--- config.mk ---
export PLATFORM = sky130hd
export DESIGN_NAME = muldiv_sequencer
export DESIGN_NICKNAME = d
export VERILOG_FILES = /design/src/rtl/muldiv_sequencer.sv
export SDC_FILE = /design/constraint.sdc
export NUM_CORES = 1
export LEC_CHECK = 0
export ABC_AREA = 1
export ABC_CLOCK_PERIOD_IN_PS = 5300
export CAP_MARGIN = 20
export CORE_ASPECT_RATIO = 2
export CORE_MARGIN = 2
export CORE_UTILIZATION = 55
export DETAILED_ROUTE_END_ITERATION = 8
export PLACE_DENSITY = 0.76
export SETUP_SLACK_MARGIN = 0.2
export SLEW_MARGIN = 20
export SYNTH_ARGS = -nofsm -noshare
export SYNTH_HDL_FRONTEND = slang
export SYNTH_SLANG_ARGS = --single-unit
--- constraint.sdc ---
create_clock -name clk -period 5.3 [get_ports clk]
set_input_delay 0.795 -clock clk [delete_from_list [all_inputs] [get_ports clk]]
set_output_delay 0.795 -clock clk [all_outputs]
set_load 0.02 [all_outputs]
--- src/rtl/muldiv_sequencer.sv ---
// Iterative unsigned MUL/DIV unit for the EX stage: one shared shift/add-subtract
// datapath, WIDTH iterations per operation, stalling the pipeline while it runs.
module muldiv_sequencer #(
    parameter int WIDTH = 32
) (
    input  logic             clk,
    input  logic             rst,
    input  logic             flush,
    input  logic             valid_idex,
    input  logic [2:0]       alu_op_idex,
    input  logic [5:0]       func_idex,
    input  logic [WIDTH-1:0] opa,
    input  logic [WIDTH-1:0] opb,
    output logic             stall,
    output logic             busy,
    output logic             done,
    output logic [WIDTH-1:0] hi,
    output logic [WIDTH-1:0] lo
);

    localparam int CW = $clog2(WIDTH);

    typedef enum logic [1:0] {IDLE, RUN, DONE} state_t;

    state_t             r_state;
    state_t             w_nextState;
    logic [CW-1:0]      r_count;
    logic               r_isDiv;
    logic [WIDTH-1:0]   r_opA;
    logic [WIDTH-1:0]   r_opB;
    logic [WIDTH-1:0]   r_hi;
    logic [WIDTH-1:0]   r_lo;
    logic [2*WIDTH-1:0] r_acc;
    logic [2*WIDTH-1:0] w_accNext;
    logic [WIDTH:0]     w_mulSum;
    logic [WIDTH:0]     w_trial;
    logic [WIDTH-1:0]   w_rem;
    logic               w_qBit;
    logic               w_isMul;
    logic               w_isDiv;
    logic               w_req;
    logic               w_start;
    logic               w_divZero;
    logic               w_last;

    assign w_isMul   = valid_idex && (alu_op_idex == 3'b010) && (func_idex == 6'b011000);
    assign w_isDiv   = valid_idex && (alu_op_idex == 3'b010) && (func_idex == 6'b011010);
    assign w_req     = w_isMul || w_isDiv;
    assign w_start   = (r_state == IDLE) && w_req && !flush;
    assign w_divZero = w_isDiv && (opb == '0);
    assign w_last    = (r_count == CW'(WIDTH - 1));

    always_ff @(posedge clk) begin
        if (rst) r_state <= IDLE;
        else     r_state <= w_nextState;
    end

    // DONE ignores the decoder: the finished instruction is still sitting in ID/EX.
    always_comb begin
        w_nextState = r_state;
        stall       = 1'b0;
        busy        = 1'b0;
        done        = 1'b0;
        case (r_state)
            IDLE: begin
                if (w_start) begin
                    stall       = 1'b1;
                    w_nextState = w_divZero ? DONE : RUN;
                end
            end
            RUN: begin
                busy  = 1'b1;
                stall = 1'b1;
                if (flush)       w_nextState = IDLE;
                else if (w_last) w_nextState = DONE;
            end
            DONE: begin
                done        = 1'b1;
                w_nextState = IDLE;
            end
            default: w_nextState = IDLE;
        endcase
    end

    // MUL: upper half accumulates, whole accumulator shifts right. DIV: upper half
    // is the partial remainder, lower half collects quotient bits from the right.
    always_comb begin
        w_mulSum  = {1'b0, r_acc[2*WIDTH-1:WIDTH]} + {1'b0, (r_opB[0] ? r_opA : '0)};
        w_trial   = {r_acc[2*WIDTH-1:WIDTH], r_opA[WIDTH-1]};
        w_qBit    = (w_trial >= {1'b0, r_opB});
        w_rem     = w_qBit ? WIDTH'(w_trial - {1'b0, r_opB}) : w_trial[WIDTH-1:0];
        w_accNext = r_isDiv ? {w_rem, r_acc[WIDTH-2:0], w_qBit}
                            : {w_mulSum, r_acc[WIDTH-1:1]};
    end

    always_ff @(posedge clk) begin
        if (rst) begin
            r_count <= '0;
            r_isDiv <= 1'b0;
            r_opA   <= '0;
            r_opB   <= '0;
            r_acc   <= '0;
            r_hi    <= '0;
            r_lo    <= '0;
        end else begin
            case (r_state)
                IDLE: begin
                    if (w_start) begin
                        r_opA   <= opa;
                        r_opB   <= opb;
                        r_isDiv <= w_isDiv;
                        r_count <= '0;
                        r_acc   <= '0;
                        if (w_divZero) begin
                            r_hi <= opa;
                            r_lo <= '1;
                        end
                    end
                end
                RUN: begin
                    if (!flush) begin
                        r_acc   <= w_accNext;
                        r_count <= r_count + 1'b1;
                        if (r_isDiv) r_opA <= r_opA << 1;
                        else         r_opB <= r_opB >> 1;
                        if (w_last) begin
                            r_hi <= w_accNext[2*WIDTH-1:WIDTH];
                            r_lo <= w_accNext[WIDTH-1:0];
                        end
                    end
                end
                default: ;
            endcase
        end
    end

    assign hi = r_hi;
    assign lo = r_lo;

endmodule

* Yosys cells after proc, flatten, opt, wreduce, memory -nomap -nowiden
Index checks and enable logic that the tools add are counted.
** Operators by class
- $add $sub $neg :: 3
- Magnitude comparators :: 1
- Equality and inequality tests :: 13
- Multiplexer cells :: 36
- Reduce and logical (&&, ||, !) cells :: 17
** Operators by type and width (number)
- $mux W32 :: 16
- $pmux W32 S2 :: 4
- $mux W64 :: 3
- $pmux W64 S2 :: 1
- $add A32 B32 Y33 :: 1
- $ge A33 B32 Y1 :: 1
- $logic_not A32 Y1 :: 1
- $sub A32 B32 Y32 :: 1
- $eq A6 B5 Y1 const B :: 2
- $ne A2 B2 Y1 const B :: 6
- $mux W5 :: 2
- $pmux W5 S2 :: 1
- $mux W2 :: 4
- $reduce_and A4 Y1 :: 2
- $logic_and A1 B1 Y1 :: 6
- $add A5 B1 Y5 const B :: 1
- $eq A5 B5 Y1 const B :: 1
- $reduce_and A5 Y1 :: 1
- $pmux W2 S2 :: 1
- $reduce_and A2 Y1 :: 2
- $eq A3 B2 Y1 const B :: 1
- $mux W1 :: 3
- $ne A3 B3 Y1 const B :: 1
- $reduce_and A3 Y1 :: 1
- other kinds (7) :: 7
** Word-level totals
- Bits in registers :: 200
- Input bits :: 77
- Output and inout bits :: 67

* Longest topological paths before layout
- Depth in word-level cells :: 8
- Gate-level depth with buffers :: 19

* Worst setup path before layout
OpenSTA, ideal clock, no wires.
- Path type :: input to register
- Start point :: input func_idex[0]
- End point :: register r_hi[1] (netlist: hi[1])
- Setup time :: 0.119 ns
- Arrival time :: 2.293 ns
- Data required time :: 5.181 ns
- Setup slack :: 2.888 ns
- Stages on the path :: 11
- Buffers on the path :: 2
- Path through :: nor3_1 nand4_1 nand3b_1 nand2_2 inv_2 a21oi_4 nand2_2 buf_4 buf_4 a21oi_1 a21oi_1
** On the way
- Word-level cells in the longest chain between the ends :: 7
** RTL lines
- from (decl) :: line 11 : input logic [5:0] func_idex,
- $eq A6 B5 Y1, on equally long branches :: line 46, 47
- $logic_and A1 B1 Y1, on equally long branches :: line 46, 47
- $logic_or A1 B1 Y1 :: line 48 : assign w_req = w_isMul || w_isDiv;
- $logic_and A1 B1 Y1 (2 in series) :: line 49 : assign w_start = (r_state == IDLE) && w_req && !flush;
- $ne A2 B2 Y1 (no source line)
- $reduce_and A5 Y1 (no source line) *
- to (signal assigned) :: line 115 : r_hi <= opa;
- to (signal assigned) :: line 127 : r_hi <= w_accNext[2*WIDTH-1:WIDTH];
- to (decl) :: line 31 : logic [WIDTH-1:0] r_hi;
Mark *: on every way between the ends. The rest lies on a longest branch, timed or not.
A chain may end at the register's enable or synchronous reset.

* Final worst setup path
- Start point :: register r_acc[58]
- End point :: register r_acc[32]
** On the way
- Word-level cells in the longest chain between the ends :: 5
** RTL lines
- from (decl) :: line 33 : logic [2*WIDTH-1:0] r_acc;
- from (signal assigned) :: line 122 : r_acc <= w_accNext;
- $ge A33 B32 Y1 :: line 90 : w_qBit = (w_trial >= {1'b0, r_opB});
- $mux W32 :: line 91 : w_rem = w_qBit ? WIDTH'(w_trial - {1'b0, r_opB}) : w_trial[WIDTH-1:0];
- $mux W64 :: line 92 : w_accNext = r_isDiv ? {w_rem, r_acc[WIDTH-2:0], w_qBit}
- $mux W64 :: line 121 : if (!flush) begin
- $pmux W64 S2 :: line 106 : case (r_state)
No other way between the ends. The select of a mux whose other input is x is not followed.

==> PnR_summary.wiki <==
{| class="wikitable"
! Metric !! Value
|-
| Final #Nets || 2482
|-
| Initial standard-cell utilization of the core || 55.9%
|-
| Flip-flop and latch count after synthesis || 200
|-
| CTS tree || built
|-
| Synth Warn # || 0
|-
| Start of the worst register-to-register path || r_acc[58]
|-
| Combined area of all synthesized cells || 0.0137 mm^2
|-
| Iteration count of the initial detailed-routing pass || 6
|-
| PD cells || 192 mW/mm^2
|-
| Global-route congestion overflow total || 0
|-
| Horizontal die dimension || 115 um
|-
| Peak supply drop || 273 uV
|-
| Post-CTS Resized || 0
|-
| RSZ-0062 raised after global routing || no
|-
| Root buffer selected by CTS || sky130_fd_sc_hd__clkbuf_16
|-
| HPWL Detailed || 37100 um
|-
| Storage cell area || 0.00400 mm^2
|-
| Final instance area || 0.0158 mm^2
|-
| Overall routed net length || 48300 um
|-
| Final antenna diode count || 0
|-
| Count of unique library cells instantiated by Yosys || 39
|-
| Number of buffers created by CTS || 17
|-
| Crit path max-delay cell type || sky130_fd_sc_hd__nor2_1
|-
| Worst-case clock buffer depth || 2
|-
| Final cell count without fillers || 2681
|-
| Via count of the first global-routing pass || 14.4k
|-
| Accumulated negative setup slack || 0 ns
|-
| Avg Vias per Cell || 5.65
|-
| Cell count after placement || 2649
|-
| Critical path arrival || 4.20 ns
|-
| Kind of critical path || reg -> reg
|-
| Area of the die || 0.0262 mm^2
|-
| Synth-to-layout area growth || 15.9%
|-
| Total nets after synthesis || 2402
|-
| Standard-cell row count || 81
|-
| # fillers || 2339
|-
| Maximum fanout along the worst path || 37
|-
| Worst min-delay path startpoint || r_acc[30]
|-
| Quantity of I/O buffers inserted on ports || 143
|-
| Total number of clock tree sinks || 200
|-
| Max H-tree Level || 4
|-
| Endpoint of the worst-slack reg-to-reg timing path || r_acc[32]
|-
| Static leakage || 7.74 nW
|-
| Wire length of the first global-routing pass || 73600 um
|-
| Utilization of the core after routing || 64.8%
|-
| Final Slew Violations || 0
|-
| Maxcap violations || 0
|-
| Post-detailed-route count of antenna-violating nets || 0
|-
| Area taken by multi-input logic gates || 0.00803 mm^2
|-
| Slowest stage delay, CP || 0.53 ns
|-
| Maximum frequency from static timing analysis || 264 MHz
|-
| Number of instances in the synthesized netlist || 2256
|-
| RePlAce Congestion || 1.01
|-
| Worst setup EP type || flop
|-
| Chain of cells forming the critical path || ha_1 > nand2_1 > nor2_1 > nand3_1 > nor2_1 > nand2_1 > nand2_1 > nor2_4 > nand2_2 > clkinv_1 > nand2_1 > nand3_1 > nand3_1 > nand3_1 > inv_1
|-
| Run status || finished clean
|-
| Die height || 227 um
|-
| Hold Path Sink || r_acc[30]
|-
| Worst reg2reg setup slack || 1.51 ns
|-
| Required time at the endpoint of the critical path || 5.71 ns
|-
| Clock Skew || 0.00796 ns
|-
| Critical Path Start Type || flop
|-
| Share of post-route cells with drive strength above 1 || 3.66%
|-
| Tmin final || 3.79 ns
|-
| Worst-path clk slew || 0.08 ns
|-
| Wire length per cell after detailed routing || 18.0 um
|-
| Placeable core region || 0.0244 mm^2
|-
| Count of unresolved DRC violations after routing || 0
|-
| Buffers and inverters on the worst path || 2
|-
| Worst-case hold slack || 0.468 ns
|-
| Setup Buffers After CTS || 0
|-
| Via Count || 15.1k
|-
| CTS Hold Buffers Added || 0
|-
| Crit share post-route || 71.6%
|-
| Crit path max-delay family || simple AND/OR/NAND/NOR gates
|-
| Worst slew slack as a fraction of its limit || 33.3%
|-
| Clock latency at the later pin of the worst-skew pair || 0.46 ns
|-
| All-Layer GR Usage || 36.8%
|-
| Proportion of synthesized chip area in sequential cells || 29.3%
|-
| Largest net degree at the start of global routing || 76
|-
| DRC marker count from the first detailed-route iteration || 1050
|-
| Worst-margin pin slew || 0.999 ns
|-
| Antenna violations before repair || 0
|-
| Min-delay worst type || reg -> reg
|-
| # IOs || 144
|-
| Reg2Reg Depth || 15
|-
| Average cell area after synthesis || 6.06 um^2
|-
| Worst hold path depth || 2
|-
| # setup viols final || 0
|-
| Area of placed instances || 0.0152 mm^2
|-
| Endpoints failing hold || 0
|}
[synthesized netlist by cell type (all sizes together)]
| cell | number | area (um^2) |
|---|---|---|
| nand3b | 13 | 97.6 |
| o211ai | 6 | 45.0 |
| o21bai | 4 | 30.0 |
| nor4 | 11 | 68.8 |
| nand4 | 11 | 68.8 |
| fa | 2 | 40.0 |
| nand2 | 614 | 2310 |
| dfxtp | 200 | 4000 |
| xor2 | 3 | 26.3 |
| a31oi | 33 | 206 |
| clkinv | 2 | 7.51 |
| a211oi | 1 | 7.51 |
| ha | 67 | 838 |
| a221oi | 1 | 8.76 |
| a21boi | 1 | 7.51 |
| a21oi | 234 | 1180 |
| o21a | 4 | 30.0 |
| nand3 | 167 | 836 |
| nor3 | 17 | 85.1 |
| nor2 | 158 | 618 |
| mux2i | 1 | 10.0 |
| clkbuf | 73 | 274 |
| xnor2 | 14 | 123 |
| or2 | 22 | 138 |
| o21ai | 233 | 1170 |
| inv | 327 | 1230 |
| and2 | 3 | 18.8 |
| buf | 27 | 135 |
| o22ai | 1 | 6.26 |
| a21o | 6 | 45.0 |
[sequential cells by signal, summed over array words and instances (netlist names)]
signal,count
r_acc,64
hi,32
lo,32
r_opA,32
r_opB,32
r_count,5
r_state,2
r_isDiv,1
[worst max-delay path by stage]
stage	depth (start not counted)	end	from
2_1_floorplan	11	hi[1]	func_idex[0]
3_3_place_gp	13	hi[14]	func_idex[4]
3_5_place_dp	13	hi[19]	func_idex[4]
4_1_cts	15	r_acc[32]	r_acc[58]
5_1_grt	15	r_acc[32]	r_acc[58]
6_report	15	r_acc[32]	r_acc[58]
[cells by family (layout without fill, tap and decap cells)]
logic type / after synthesis / after routing / share of synthesized area, %
AO/OA/AOI/OAI: 524 / 524 / 20.0
XOR/XNOR: 17 / 17 / 1.09
flip-flops: 200 / 200 / 29.3
buffers and inverters: 429 / 522 / 12.0
multiplexers: 1 / 1 / 0.0733
AND/OR/NAND/NOR: 1016 / 1016 / 31.1
adder cells (fa/ha/maj): 69 / 69 / 6.43
[report_power, final]
group          total (W)  switching, W  internal [W]  leakage, nW
clock network    0.00133      0.000680      0.000645        0.282
registers        0.00150    0.00000139       0.00150         1.61
logic           0.000218      0.000124     0.0000937         5.84
[cell usage in the layout (no fill, tap or decap), drive strengths merged, types with 3 or more instances in the layout]
| master | netlist | final |
|---|---|---|
| and2 | 3 | 3 |
| nor2 | 158 | 158 |
| nor4 | 11 | 11 |
| or2 | 22 | 22 |
| o21bai | 4 | 4 |
| o211ai | 6 | 6 |
| xnor2 | 14 | 14 |
| nand3 | 167 | 167 |
| o21a | 4 | 4 |
| a21oi | 234 | 234 |
| ha | 67 | 67 |
| nand4 | 11 | 11 |
| nand3b | 13 | 13 |
| clkinv | 2 | 8 |
| inv | 327 | 332 |
| xor2 | 3 | 3 |
| a31oi | 33 | 33 |
| clkbuf | 73 | 19 |
| o21ai | 233 | 233 |
| nand2 | 614 | 614 |
| clkdlybuf4s50 | 0 | 142 |
| buf | 27 | 19 |
| a21o | 6 | 6 |
| nor3 | 17 | 17 |
| dfxtp | 200 | 200 |
[routing by layer]
metal | share of wire, % | track usage (%) | routed length (um)
met5 | 0 | 0 | 0
met4 | 8.7 | 28.1 | 4180
met3 | 5.4 | 5.99 | 2600
met2 | 51 | 66.3 | 24700
met1 | 35 | 36.7 | 16800
[worst register-to-register path, stage by stage, from the launching register on]
cell and delay, ns:
sky130_fd_sc_hd__dfxtp_1 0.41, sky130_fd_sc_hd__ha_1 0.46, sky130_fd_sc_hd__nand2_1 0.13, sky130_fd_sc_hd__nor2_1 0.53
sky130_fd_sc_hd__nand3_1 0.17, sky130_fd_sc_hd__nor2_1 0.15, sky130_fd_sc_hd__nand2_1 0.12, sky130_fd_sc_hd__nand2_1 0.13
sky130_fd_sc_hd__nor2_4 0.06, sky130_fd_sc_hd__nand2_2 0.52, sky130_fd_sc_hd__clkinv_1 0.47, sky130_fd_sc_hd__nand2_1 0.14
sky130_fd_sc_hd__nand3_1 0.17, sky130_fd_sc_hd__nand3_1 0.12, sky130_fd_sc_hd__nand3_1 0.08, sky130_fd_sc_hd__inv_1 0.09
[per-stage QoR]
step | power, W | setup slack, ns
finish | 0.00305 | 1.51
global route | 0.00313 | 1.26
CTS | 0.00306 | 1.69
detailed placement | 0.00175 | 1.26
global placement | 0.00175 | 1.47
floorplan | 0.00165 | 2.89
[layout make-up]
type / instances / area share, %
Multi-Input combinational cell: 1627 / 50.7
Sequential cell: 200 / 25.3
Tap cell: 332 / 2.62
Clock inverter: 13 / 0.925
Inverter: 329 / 7.82
Clock buffer: 19 / 2.80
Timing Repair Buffer: 161 / 9.86
Note: power is estimated with default switching activity, not from simulation.
